$ cat src/rtl/clock_div_pkg.sv
// clock_div_pkg: shared constants for the clock-enable divider bank.
//   CLK_DIV_W       - default width of a divide value
//   CLK_DEFAULT_DIV - default divide value loaded at reset
//   MODE_TICK       - one-cycle pulse every N enabled cycles
//   MODE_SQUARE     - 50 % square wave of period 2N
package clock_div_pkg;

  localparam int unsigned CLK_DIV_W       = 16;
  localparam int unsigned CLK_DEFAULT_DIV = 1000;

  localparam logic MODE_TICK   = 1'b0;
  localparam logic MODE_SQUARE = 1'b1;

endpackage

$ cat src/rtl/clock_div_channel.sv
// clock_div_channel: one programmable divider channel with shadowed config.
//   sys_clk  - system clock
//   rst      - synchronous active-low reset
//   en       - count enable; the channel freezes while low
//   wr       - write strobe already decoded for this channel
//   cfg_div  - new divide value (already clamped to >= 1)
//   cfg_mode - new output mode (MODE_TICK / MODE_SQUARE)
//   out_clk  - registered tick or square output
//   pending  - shadow config waiting for the next wrap
module clock_div_channel
  import clock_div_pkg::*;
#(
  parameter int unsigned DIV_W       = CLK_DIV_W,
  parameter int unsigned DEFAULT_DIV = CLK_DEFAULT_DIV
) (
  input  logic             sys_clk,
  input  logic             rst,
  input  logic             en,
  input  logic             wr,
  input  logic [DIV_W-1:0] cfg_div,
  input  logic             cfg_mode,
  output logic             out_clk,
  output logic             pending
);

  logic [DIV_W-1:0] cnt;
  logic [DIV_W-1:0] div_a;
  logic [DIV_W-1:0] div_s;
  logic             mode_a;
  logic             mode_s;
  logic [DIV_W-1:0] last;
  logic             wrap;

  assign last = div_a - DIV_W'(1);
  assign wrap = en && (cnt == last);

  always_ff @(posedge sys_clk) begin
    if (!rst) begin
      cnt     <= '0;
      div_a   <= DIV_W'(DEFAULT_DIV);
      div_s   <= DIV_W'(DEFAULT_DIV);
      mode_a  <= MODE_TICK;
      mode_s  <= MODE_TICK;
      out_clk <= 1'b0;
      pending <= 1'b0;
    end else begin
      if (wrap) begin
        cnt <= '0;
        // A mode switch parks the output low; otherwise the old mode acts.
        if (pending && (mode_s != mode_a)) begin
          out_clk <= 1'b0;
        end else if (mode_a == MODE_TICK) begin
          out_clk <= 1'b1;
        end else begin
          out_clk <= ~out_clk;
        end
        if (pending) begin
          div_a  <= div_s;
          mode_a <= mode_s;
        end
      end else begin
        if (en) begin
          cnt <= cnt + DIV_W'(1);
        end
        if (mode_a == MODE_TICK) begin
          out_clk <= 1'b0;
        end
      end

      // A write on the applying edge refills the shadow, so pending stays set.
      if (wr) begin
        div_s   <= cfg_div;
        mode_s  <= cfg_mode;
        pending <= 1'b1;
      end else if (wrap) begin
        pending <= 1'b0;
      end
    end
  end

endmodule

$ cat src/rtl/clock_div_bank.sv
// clock_div_bank: multi-channel programmable clock-enable generator.
//   sys_clk  - system clock
//   rst      - synchronous active-low reset
//   en       - global count enable
//   cfg_wr   - single-cycle configuration write strobe
//   cfg_ch   - target channel; out-of-range indices are ignored
//   cfg_div  - new divide value (0 is treated as 1)
//   cfg_mode - 0 = tick, 1 = square
//   out_clk  - per-channel registered output
//   pending  - per-channel shadow-config-waiting flag
module clock_div_bank
  import clock_div_pkg::*;
#(
  parameter int unsigned CHANNELS    = 4,
  parameter int unsigned DIV_W       = CLK_DIV_W,
  parameter int unsigned DEFAULT_DIV = CLK_DEFAULT_DIV
) (
  input  logic                                                sys_clk,
  input  logic                                                rst,
  input  logic                                                en,
  input  logic                                                cfg_wr,
  input  logic [((CHANNELS > 1) ? $clog2(CHANNELS) : 1)-1:0] cfg_ch,
  input  logic [DIV_W-1:0]                                    cfg_div,
  input  logic                                                cfg_mode,
  output logic [CHANNELS-1:0]                                 out_clk,
  output logic [CHANNELS-1:0]                                 pending
);

  localparam int unsigned CH_W = (CHANNELS > 1) ? $clog2(CHANNELS) : 1;

  logic [DIV_W-1:0]    div_clamped;
  logic [CHANNELS-1:0] wr_ch;

  assign div_clamped = (cfg_div == '0) ? DIV_W'(1) : cfg_div;

  // Exact index match only, so indices >= CHANNELS select nothing.
  always_comb begin
    wr_ch = '0;
    for (int unsigned i = 0; i < CHANNELS; i++) begin
      wr_ch[i] = cfg_wr && (cfg_ch == CH_W'(i));
    end
  end

  for (genvar g = 0; g < CHANNELS; g++) begin : g_ch
    clock_div_channel #(
      .DIV_W       (DIV_W),
      .DEFAULT_DIV (DEFAULT_DIV)
    ) u_ch (
      .sys_clk  (sys_clk),
      .rst      (rst),
      .en       (en),
      .wr       (wr_ch[g]),
      .cfg_div  (div_clamped),
      .cfg_mode (cfg_mode),
      .out_clk  (out_clk[g]),
      .pending  (pending[g])
    );
  end

endmodule

$ cat config.mk
export PLATFORM = sky130hd
export DESIGN_NAME = clock_div_bank
export DESIGN_NICKNAME = d
export VERILOG_FILES = /design/src/rtl/clock_div_pkg.sv /design/src/rtl/clock_div_channel.sv /design/src/rtl/clock_div_bank.sv
export SDC_FILE = /design/constraint.sdc
export NUM_CORES = 1
export LEC_CHECK = 0
export BUFFER_PORTS_ARGS = -buffer_cell sky130_fd_sc_hd__buf_4
export CAP_MARGIN = 20
export CORE_UTILIZATION = 68
export DETAILED_ROUTE_END_ITERATION = 8
export GPL_ROUTABILITY_DRIVEN = 0
export PLACE_DENSITY = 0.88
export SLEW_MARGIN = 20
export SYNTH_ARGS = -nofsm -noshare
export SYNTH_HDL_FRONTEND = slang
export SYNTH_HIERARCHICAL = 1
export SYNTH_SLANG_ARGS = --single-unit
$ cat constraint.sdc
create_clock -name sys_clk -period 6.25 [get_ports sys_clk]
set_input_delay 0.3125 -clock sys_clk [delete_from_list [all_inputs] [get_ports sys_clk]]
set_output_delay 0.3125 -clock sys_clk [all_outputs]
set_load 0.05 [all_outputs]
; ---- Yosys cells after proc, flatten, opt, wreduce, memory -nomap -nowiden
; Index checks and enable logic that the tools add are counted.
[classes]
muxes = 25
n_bitwise = 5
add_sub_neg = 8
n_reduce_logical = 26
eq_ne = 15
[op_table]
columns = op, count
row1 = $add A16 B1 Y16 const B, 4
row2 = $eq A16 B16 Y1, 4
row3 = $sub A16 B1 Y16 const B, 4
row4 = $mux W1, 24
row5 = $logic_not A16 Y1, 1
row6 = $mux W16, 1
row7 = $logic_and A1 B1 Y1, 12
row8 = $ne A2 B2 Y1 const B, 4
row9 = $reduce_and A2 Y1, 4
row10 = $reduce_bool A2 Y1, 4
row11 = $reduce_or A2 Y1, 4
row12 = $not A1 Y1, 5
row13 = $eq A2 B2 Y1 const B, 2
row14 = $ne A1 B1 Y1, 4
row15 = $eq A2 B1 Y1 const B, 1
row16 = $logic_not A2 Y1, 1
[word_totals]
inputBits = 23
out_inout_bits = 8
register_bits = 208

; ---- Depth between registers and ports, before layout
[logic_depth]
ltp_word = 5
mapped_depth = 11
mapped_depth_nobuf = 9

; ---- Hierarchy
; The synthesis kept the hierarchy.
[modules_own_cells]
columns = mod, area_per_inst_um2, cells_per_inst, n_inst, seq_area_each_um2
row1 = clock_div_channel, 2741.4, 301, 4, 1041.0
row2 = clock_div_bank, 120.1, 25, 1, 0.0

; ---- Worst setup path before layout
; OpenSTA, ideal clock, no wires.
[synth_timing]
path_type = reg-to-reg
startpoint = register g_ch[0].u_ch.div_a[0]
endpoint = register g_ch[0].u_ch.div_a[0]
path_stages_with_launch = 12
setup_time_ns = 0.118
path_buffers = 2
path_slack_ns = 3.865
arrival_time_ns = 2.267
required_time_ns = 6.132
path_cell_list = dfxtp_1 > inv_1 > ha_1 > nor4b_2 > or4_1 > nor3_1 > a31oi_1 > a211oi_2 > nand4_1 > buf_6 > buf_12 > mux2i_1
[synth_via]
elab_chain_len = 4
[synth_lines]
columns = item, line
row1 = start: declaration, clock_div_channel.sv:27  ; logic [DIV_W-1:0] div_a;
row2 = start signal: assignment, clock_div_channel.sv:40  ; div_a <= DIV_W'(DEFAULT_DIV);
row3 = start signal: assignment, clock_div_channel.sv:58  ; div_a <= div_s;
row4 = $sub A16 B1 Y16, clock_div_channel.sv:34  ; assign last = div_a - DIV_W'(1);
row5 = $eq A16 B16 Y1, clock_div_channel.sv:35  ; assign wrap = en && (cnt == last);
row6 = $logic_and A1 B1 Y1, clock_div_channel.sv:35
row7 = $reduce_and A2 Y1 (no line), -
; No other way between the ends.
; A chain may end at the register's enable or synchronous reset.

; ---- Worst setup path after layout
[layout_timing]
startpoint = register g_ch[1].u_ch.div_a[0]
endpoint = register g_ch[1].u_ch.div_a[10]
[layout_via]
elab_chain_len = 4
[layout_lines]
columns = item, line
row1 = start: declaration, clock_div_channel.sv:27
row2 = start signal: assignment, clock_div_channel.sv:40
row3 = start signal: assignment, clock_div_channel.sv:58
row4 = $sub A16 B1 Y16, clock_div_channel.sv:34
row5 = $eq A16 B16 Y1, clock_div_channel.sv:35
row6 = $logic_and A1 B1 Y1, clock_div_channel.sv:35
row7 = $reduce_and A2 Y1 (no line), -
; No other way between the ends.

==> metrics.txt <==
type of the worst min-delay path=input port to flop; nature of the critical path endpoint=flop; Logic pwr share=4.7%; clk_lat worst skew=500 ps; leakage power=0.00475 uW; relative slew slack=28.5%; Clock power frac=48.2%; Die Footprint=0.0168 sq mm; Fmax=325 MHz; required time worst endpoint=6630 ps; remaining global-route overflow=0; count of vias placed by the detailed router=8,288; clock input transition at the sequential cells of the worst setup and hold paths=60 ps; worst reg-to-reg path cell count=9; antenna diode instance count=0; TritonCTS sink count=208; number of unique standard cell types used by synthesis=50; Area Growth Syn to Fin=7.70%; final period demand of the worst path=3080 ps; Detail Placement HPWL=14,600 microns; cell-internal power=2290 uW; detailed-route wire length=23,200 microns; Post-synth EDFFs=0; fin. max-slew vios=0; wire length of the first global-routing pass=38,400 microns; share of the clock period used by the worst path after layout=49.3%; sequential power share=47.1%; number of synthesis warnings=6; IO Port Bufs=30; final hold violation count=0; result of the run=complete, no violations; layout net count=1,233; RSZ-0062 raised after global routing=false; drt first-iter violations=546; Max Cap Violations=0; Pre-antenna DRT Iters=5; width of the chip=130 microns; clk buf depth=3; type of origin of the critical path=flop; maximum vdd ir drop=0.207 mV; flip-flop cell with the highest count after synthesis=dfxtp_1; post-route ant nets=0; proportion of layout cells with a drive suffix above 1=10.2%; transition at the pin with the smallest max-transition slack=1070 ps; final setup violation count=0; switching power as a share of total power=21.2%; pin count of the biggest net entering global routing=168; TritonCTS Buffers=22; cell area after synthesis=0.0111 sq mm; number of inserted filler cells in the final layout=1,091; net switching power=617 uW; Pwr Total=2910 uW; synthesized instance count=1,229; Synth Net Count=1,260; maximum fanout along the worst path=10; effective utilization at floorplan=69.8%; vias in the first global route=7,989; register area share after synthesis=37.6%; total I/O pin count=31; min setup slack post-route=3170 ps; fraction of synthesis flops using an asynchronous set or reset pin=0%; die height=130 microns; cts repair resizes=0; Final TNS setup=0 ps; Syn Area/Cell=9.02 sq um; critical path start-end classification=flop to flop; cell row count=46; Worst Setup Slack post-DPL=3290 ps; antenna violations before repair=0; Core Box Area=0.0159 sq mm; vias per std cell=5.78; number of register bits inferred by synthesis=208; master cell of the clock root buffer=clkbuf_16; routed wire length per instance=16.2 microns; global routing usage summed across all routing layers=28.3%; power per standard cell area=244 mW/mm^2; post-CTS setup buffer count=0; largest clock skew in the final design=11.1 ps; DRC violation count after routing=0; Post-CTS Hold Fix Bufs=0; data arrival time of the critical path=3460 ps; worst hold path stage count=3; deepest level of the CTS H-tree=1; clock tree from TritonCTS=done
## kinds of logic (layout without fill, tap and decap cells)
| group | after synthesis | after routing | synth area share (%) |
|---|---|---|---|
| mux | 144 | 144 | 13.0 |
| simple gates | 565 | 565 | 28.0 |
| compound gates | 69 | 69 | 4.61 |
| flops | 208 | 208 | 37.6 |
| buf+inv | 95 | 83 | 4.84 |
| xor+xnor | 140 | 140 | 11.1 |
| fa+ha+maj | 8 | 8 | 0.903 |
## cells in the mapped netlist, types with 8 or more instances
library cell,number,area [sq um]
nor3b_1,21,158
xor2_1,52,455
nor2b_1,92,576
inv_1,8,30.0
xnor2_1,88,771
a31oi_1,12,75.1
and3_1,29,181
dfxtp_1,208,4160
nor4_1,11,68.8
a21oi_1,16,80.1
ha_1,8,100
mux2i_1,144,1440
a21bo_2,8,80.1
nor4_4,8,170
nand4_1,12,75.1
nand3b_1,16,120
nand2_1,197,739
clkbuf_1,59,221
nor2_1,73,274
nand2b_1,8,50.1
nand3_1,36,180
nor3_1,17,85.1
## metrics by stage
step / util (%) / hold WS [ps] / area, sq um / std cells
after global routing: 75.2 / 87.5 / 11900 / 1433
after CTS: 75.1 / 84.2 / 11900 / 1433
final: 75.2 / 98.5 / 11900 / 1433
after global placement: 70.0 / 441 / 11100 / 1393
after detailed placement: 70.1 / 449 / 11100 / 1394
after floorplan: - / 434 / 11100 / 1229
## final timing paths
path	end	startpoint	slack [ps]
max	g_ch[1].u_ch/div_a[10]$_SDFFE_PN0P_	g_ch[1].u_ch/div_a[0]$_SDFFE_PN0P_	3170
min	g_ch[0].u_ch/div_s[9]$_SDFFE_PN1P_	cfg_div[9]	100
max reg2reg	g_ch[1].u_ch/div_a[10]$_SDFFE_PN0P_	g_ch[1].u_ch/div_a[0]$_SDFFE_PN0P_	3170
min reg2reg	g_ch[0].u_ch/div_a[2]$_SDFFE_PN0P_	g_ch[0].u_ch/div_s[2]$_SDFFE_PN0P_	460
## metal layers
layer  track usage (%)  share of wire [%]  up-vias
met5                 0                  0        -
met4              11.1                3.7        0
met3              3.63                2.9       67
met2              49.3                 48      160
met1              35.3                 45     3951
li1                  -                  -     4110
## cell usage in the layout, fill, tap and decap left out, types with 20 or more instances in the layout
| master | n |
|---|---|
| dfxtp_1 | 208 |
| nand2_1 | 197 |
| mux2i_1 | 144 |
| nor2b_1 | 92 |
| xnor2_1 | 88 |
| nor2_1 | 72 |
| xor2_1 | 52 |
| nand3_1 | 36 |
| buf_4 | 34 |
| and3_1 | 28 |
| clkbuf_16 | 23 |
| nor3b_1 | 20 |
## layout make-up
type / instances / area (sq um) / share of cell area [%]
well taps: 216 / 270 / 2.26
clock inverters: 6 / 105 / 0.880
repair buffers: 36 / 278 / 2.33
multi-input cells: 926 / 6400 / 53.6
flip-flops and latches: 208 / 4160 / 34.9
clock buffers: 33 / 693 / 5.81
inverters: 8 / 30.0 / 0.252
## power groups by stage
stage               Combinational, uW  Sequential (uW)  Clock [uW]
detailed placement                135             1400           0
finish                            138             1370        1400
global placement                  132             1400           0
global route                      150             1370        1480
CTS                               137             1370        1420
floorplan                         102             1400           0
## flip-flops by register name (all words and copies together), names as in the netlist
register and count:
g_ch.u_ch/cnt 64, g_ch.u_ch/mode_a 4, g_ch.u_ch/div_a 64, g_ch.u_ch/pending 4
g_ch.u_ch/mode_s 4, g_ch.u_ch/div_s 64, g_ch.u_ch/out_clk 4
## critical path: stages, from the launching register on
cell and delay, ps:
dfxtp_1 350, inv_1 70, ha_1 230, nor4b_2 330, nand2_1 160, or3_1 390, o31ai_1 400, nand4_1 500
buf_4 390, mux2i_1 140
Power figures use the tool's default switching activity.
